$ cat config.mk
export PLATFORM = sky130hd
export DESIGN_NAME = bin_count_source
export DESIGN_NICKNAME = d
export VERILOG_FILES = /design/src/rtl/bin_count_source.sv
export SDC_FILE = /design/constraint.sdc
export NUM_CORES = 1
export LEC_CHECK = 0
export CORE_AREA = 2 2 39 41
export CTS_CLUSTER_DIAMETER = 80
export DETAILED_ROUTE_END_ITERATION = 8
export DIE_AREA = 0 0 41 43
export PLACE_DENSITY = 0.74
export SYNTH_ARGS = -nofsm -noshare
export SYNTH_HDL_FRONTEND = slang
export SYNTH_SLANG_ARGS = --single-unit
$ cat constraint.sdc
create_clock -name clk -period 2 [get_ports clk]
set_clock_uncertainty 0.15 [all_clocks]
set_input_delay 0.4 -clock clk [delete_from_list [all_inputs] [get_ports clk]]
set_output_delay 0.4 -clock clk [all_outputs]
set_load 0.01 [all_outputs]
$ cat src/rtl/bin_count_source.sv
// Registered up/down counter with load, wrap pulse and a valid/ready output slot; 1-cycle latency,
// count stalls while out_valid && !out_ready. Optional gray_out port under `GRAY_OUT_EN.
module bin_count_source #(
  parameter int unsigned WIDTH = 4,
  parameter int unsigned LIMIT = (1 << WIDTH) - 1
) (
  input  logic             clk,
  input  logic             rst_n,
  input  logic             en,
  input  logic             up,
  input  logic             load,
  input  logic [WIDTH-1:0] load_val,
  input  logic             out_ready,
  output logic             out_valid,
  output logic [WIDTH-1:0] dout,
  output logic             wrap
`ifdef GRAY_OUT_EN
  ,
  output logic [WIDTH-1:0] gray_out
`endif
);

  localparam logic [WIDTH-1:0] LIM = WIDTH'(LIMIT);

  typedef enum logic {
    IDLE = 1'b0,
    HOLD = 1'b1
  } state_e;

  state_e           state_q, state_d;
  logic [WIDTH-1:0] count_q, count_d;
  logic             wrap_q,  wrap_d;
  logic             slot_free;

  assign slot_free = (state_q == IDLE) || out_ready;

  // Requests arriving while the slot is occupied are dropped, not queued.
  always_comb begin
    state_d = state_q;
    count_d = count_q;
    wrap_d  = 1'b0;
    if (slot_free) begin
      state_d = (load || en) ? HOLD : IDLE;
      if (load) begin
        count_d = (load_val > LIM) ? LIM : load_val;
      end else if (en && up) begin
        wrap_d  = (count_q == LIM);
        count_d = wrap_d ? '0 : count_q + 1'b1;
      end else if (en) begin
        wrap_d  = (count_q == '0);
        count_d = wrap_d ? LIM : count_q - 1'b1;
      end
    end
  end

  always_ff @(posedge clk or negedge rst_n) begin
    if (!rst_n) begin
      state_q <= IDLE;
      count_q <= '0;
      wrap_q  <= 1'b0;
    end else begin
      state_q <= state_d;
      count_q <= count_d;
      wrap_q  <= wrap_d;
    end
  end

  assign out_valid = (state_q == HOLD);
  assign dout      = count_q;
  assign wrap      = wrap_q;

`ifdef GRAY_OUT_EN
  logic [WIDTH-1:0] gray_q;

  // Encoded from count_d so the Gray word lands on the same edge as dout.
  always_ff @(posedge clk or negedge rst_n) begin
    if (!rst_n) begin
      gray_q <= '0;
    end else begin
      gray_q <= count_d ^ (count_d >> 1);
    end
  end

  assign gray_out = gray_q;
`endif

endmodule

* Yosys cells after proc, flatten, opt, wreduce, memory -nomap -nowiden *
Index checks and enable logic that the tools add are counted.
W data, S select, Z words.

cells by class
  multiplexer cells = 11
  equality and inequality tests = 1
  reduce and logical (&&, ||, !) cells = 6
  bitwise gates (word level) = 1
  add/sub/neg operators = 2
  order comparisons = 1

operators with widths
  kind                   number
  $mux W4                6
  $mux W1                5
  $add A4 B1 Y4 const B  1
  $eq A4 B4 Y1 const B   1
  $gt A4 B4 Y1 const B   1
  $logic_not A4 Y1       1
  $sub A4 B1 Y4 const B  1
  $reduce_bool A3 Y1     1
  $logic_or A1 B1 Y1     2
  $reduce_and A2 Y1      1
  $logic_and A1 B1 Y1    1
  $not A1 Y1             1

storage, ports and cells
  input port bits = 10
  word-level logic and storage cells = 25
  flip-flop bits (word level) = 6
  output and inout bits = 6

* Logic depth before layout (Yosys ltp) *
  depth in word-level cells = 5
  gate-level depth with buffers = 6
  depth with buffers taken out = 6

* Least setup slack after synthesis *
OpenSTA, ideal clock, no wires.

  kind = register -> register
  from = register count_q[0], in the netlist dout[0]
  to = register count_q[0], in the netlist dout[0]
  path buffers = 0
  arrival time = 1,424 ps
  cell stages (with the launch flop) = 7
  path slack = 284 ps
  library setup time = 142 ps
  cell sequence = dfrtp_1 inv_1 ha_1 or3b_4 nand2_2 a221oi_2 o31ai_2

between the ends
  word-level cells in the longest chain between the ends = 5

ends and longest elaborated chain
  item                                               RTL line  text
  start: declaration                                 31        logic [WIDTH-1:0] count_q, count_d;
  start signal: assignment                           63        count_q <= count_d;
  $sub A4 B1 Y4 or $logic_not A4 Y1 (tied branches)  51, 50
  $mux W4                                            51        count_d = wrap_d ? LIM : count_q - 1'b1;
  $mux W4                                            49        end else if (en) begin
  $mux W4 (*)                                        46        end else if (en && up) begin
  $mux W4 (*)                                        44        if (load) begin

Mark *: on every way between the ends. The rest lies on a longest branch, timed or not. The select of a mux whose other input is x is not followed.
A chain may end at the register's enable or synchronous reset.

* Worst setup path after layout *
  from = register count_q[2], in the netlist dout[2]
  to = output dout[2]

RTL lines
  item              RTL line  text
  end: declaration  15        output logic [WIDTH-1:0] dout,

No word-level cell between the ends.

==> summary.txt <==
Outcome
  – Status: completed

Yosys
  – Mapped cell area: between 400 and 500 um2
  – Synthesized instance count: 52
  – Post-synth EDFFs: 0
  – Syn_nets: between 60 and 70
  – Yosys reg bits: 6
  – Avg Cell Area, Syn: slightly above 9 um2
  – Top FF cell, synth: dfrtp_1
  – Distinct cells, synth: 26
  – Yosys warnings: 0
  – Sequential element share of the synthesized area: 31.9%
  – Ys async rst share: 100%

Worst setup path
  – Worst Setup Start Kind: register
  – Reg2Reg Depth: 6
  – CP arrival: 1.32 ns
  – R2R Path End: dout[0]$_DFFE_PN0P_
  – Crit end category: output port
  – CP Class: register to output port
  – Cell Chain, Critical Path: clkdlybuf4s50_1
  – Worst-path maximum fanout: 9
  – Critical R2R Launch: dout[0]$_DFFE_PN0P_
  – CP bufs+invs: 1
  – R2r setup slk: between 0.2 and 0.25 ns
  – Slowest stage delay, CP: around 0.60 ns
  – CP delay by family, top: buffers and inverters
  – CP max-delay cell: clkdlybuf4s50_1
  – Required time of the critical path: between 1 and 1.5 ns

Global route
  – GRT Overall Usage: between 10% and 20%
  – Pin count of the biggest net entering global routing: 10
  – First-pass GRT wire length: roughly 1.6 mm
  – Grt ovf: 0
  – Antenna violations before repair: 0
  – Vias in the first global route: 430

Finish
  – Fill count: around 140
  – Nets: 84
  – ANT cells: 0
  – Share of layout cells above drive strength 1: approximately 14%
  – Footprint of the multi-input gates: ~290 um2
  – Most common cell after layout, fill and taps aside: clkdlybuf4s50_1
  – Final Cell Area: 662 um2
  – Most frequent cells in the layout: clkdlybuf4s50_1 (15), dfrtp_1 (6), mux2i_1 (5), o21ai_0 (5), nor2_1 (4)
  – FF+latch area: 150 um2
  – Syn-to-layout area delta: 40.7%

STA
  – Fin Setup TNS: 0 ns
  – Final setup vio count: 0
  – Final min period: around 1.9 ns
  – Worst-Margin Slew: just over 0.6 ns
  – Setup ws final: roughly 0.13 ns
  – Fin crit share: a little over nine tenths
  – F_max: 0.534 GHz
  – Final hold vios: 0
  – Slew HR: slightly below 60%
  – RSZ-0062 raised after global routing: false
  – Slew Viols, Final: 0

Worst hold path
  – HP Class: primary input to async pin

Clock tree
  – H-tree Lvls: 1
  – # Post-CTS Setup Buffers: 0
  – Hold Buf Count CTS: 0
  – CTS Buffer Depth: 2
  – Reg clk slew, reported paths: 0.04 ns
  – Clk_lat worst skew: roughly 0.24 ns
  – Clk sinks: 6
  – CTS-repair resized insts: 0
  – CTS tree: built
  – Root Buffer: clkbuf_4
  – Num CTS Buffers: 3

Power and ir drop
  – Leak: slightly below 0.3 nW
  – Worst vdd ir: ~0.33 mV
  – P per Cell Area: slightly below 800 mW/mm2

Place
  – Number of port buffers: 15
  – Final GP Congestion: 0.757
  – HPWL Detailed: 820 um
  – Post-DP Area: about 640 um2
  – Pre-CTS setup slack: between 0.0002 and 0.00025 ns

Routing
  – DR iter-0 viols: 9
  – Final ANT Viol Nets: 0
  – Drt pass-1 iters: 5
  – Final Routed Wirelength: approximately 1.1 mm
  – Post-DR vias/cell: approximately 5.3
  – Residual DRC count: 0
  – Via count: 460
  – WL/cell: ~13 um

Die
  – Initial Util: 34.0%
  – Core area: around 0.0014 mm2
  – Die width: 41 um
  – Die area: ~0.0018 mm2
  – Site Rows: 14
  – IO Pins: 16
  – Height of the die: 43 um

Flow run
  – Max-Cap Viols: 0
==> worst max-delay path by stage <==
stage | startpoint | end | slack (ns) | cells after the start
final | dout[2]$_DFFE_PN0P_ | dout[2] | 0.13 | 1
after global routing | dout[2]$_DFFE_PN0P_ | dout[2] | 0.06 | 1
after CTS | dout[0]$_DFFE_PN0P_ | dout[0] | 0.11 | 1
after detailed placement | en | dout[3]$_DFFE_PN0P_ | 0.0002 | 4
after global placement | en | dout[3]$_DFFE_PN0P_ | 0.07 | 4
after floorplan | dout[0]$_DFFE_PN0P_ | dout[0]$_DFFE_PN0P_ | 0.28 | 6
==> layout make-up <==
class	instances	share of cell area, %
inverter	3	1.70
sequential	6	22.7
timing repair buffer	17	25.0
multi-input combinational	41	44.2
clock buffer	3	3.40
tap	16	3.02
==> report_power, final <==
group	internal [mW]	switching (mW)	total (mW)	leakage, nW
clock	0.0675	0.0387	0.106	0.0138
sequential	0.143	0.0468	0.190	0.0713
combinational	0.119	0.0934	0.213	0.206
==> stage by stage <==
step	utilization, %	total power, mW	hold WS, ns	std cells
5_1_grt	47.8	0.551	0.260	86
2_1_floorplan	-	0.318	-0.0456	52
6_report	47.8	0.509	0.261	86
3_5_place_dp	46.2	0.404	0.497	83
4_1_cts	47.8	0.516	0.250	86
3_3_place_gp	46.2	0.399	0.486	83
==> worst register-to-register path: cells and delay by family (launching register included) <==
family,cells,cell delay [ns]
simple gates,2,0.29
buf+inv,1,0.12
fa+ha+maj,1,0.24
compound gates,2,0.35
flops,1,0.49
==> kinds of logic after synthesis <==
kind of cell | count (synthesis) | synth area share, %
simple gates | 19 | 21.8
compound gates | 14 | 22.6
flops | 6 | 31.9
buf+inv | 5 | 5.85
mux | 5 | 10.6
fa+ha+maj | 2 | 5.32
xor+xnor | 1 | 1.86
==> sequential cells by signal, indices dropped and copies added, names as in the netlist <==
signal	flops
dout	4
out_valid	1
wrap	1
==> cell usage after synthesis (2+ instances only) <==
cell     count  area share [%]
o21ai_0      5             5.3
inv_1        3             2.4
nor2_1       4             3.2
nor2b_1      2             2.7
nand2_2      2             2.7
mux2i_1      5              11
ha_1         2             5.3
a21oi_1      2             2.1
nand2_1      3             2.4
nor3_1       2             2.1
dfrtp_1      6              32
and3_1       2             2.7
==> layer usage <==
metal	global-route usage [%]	vias to the layer above	wire length [um]
met5	0	-	0
met4	8.00	0	0
met3	1.57	0	76
met2	22.5	18	550
met1	15.0	215	464
li1	-	227	-
Power figures use the tool's default switching activity.
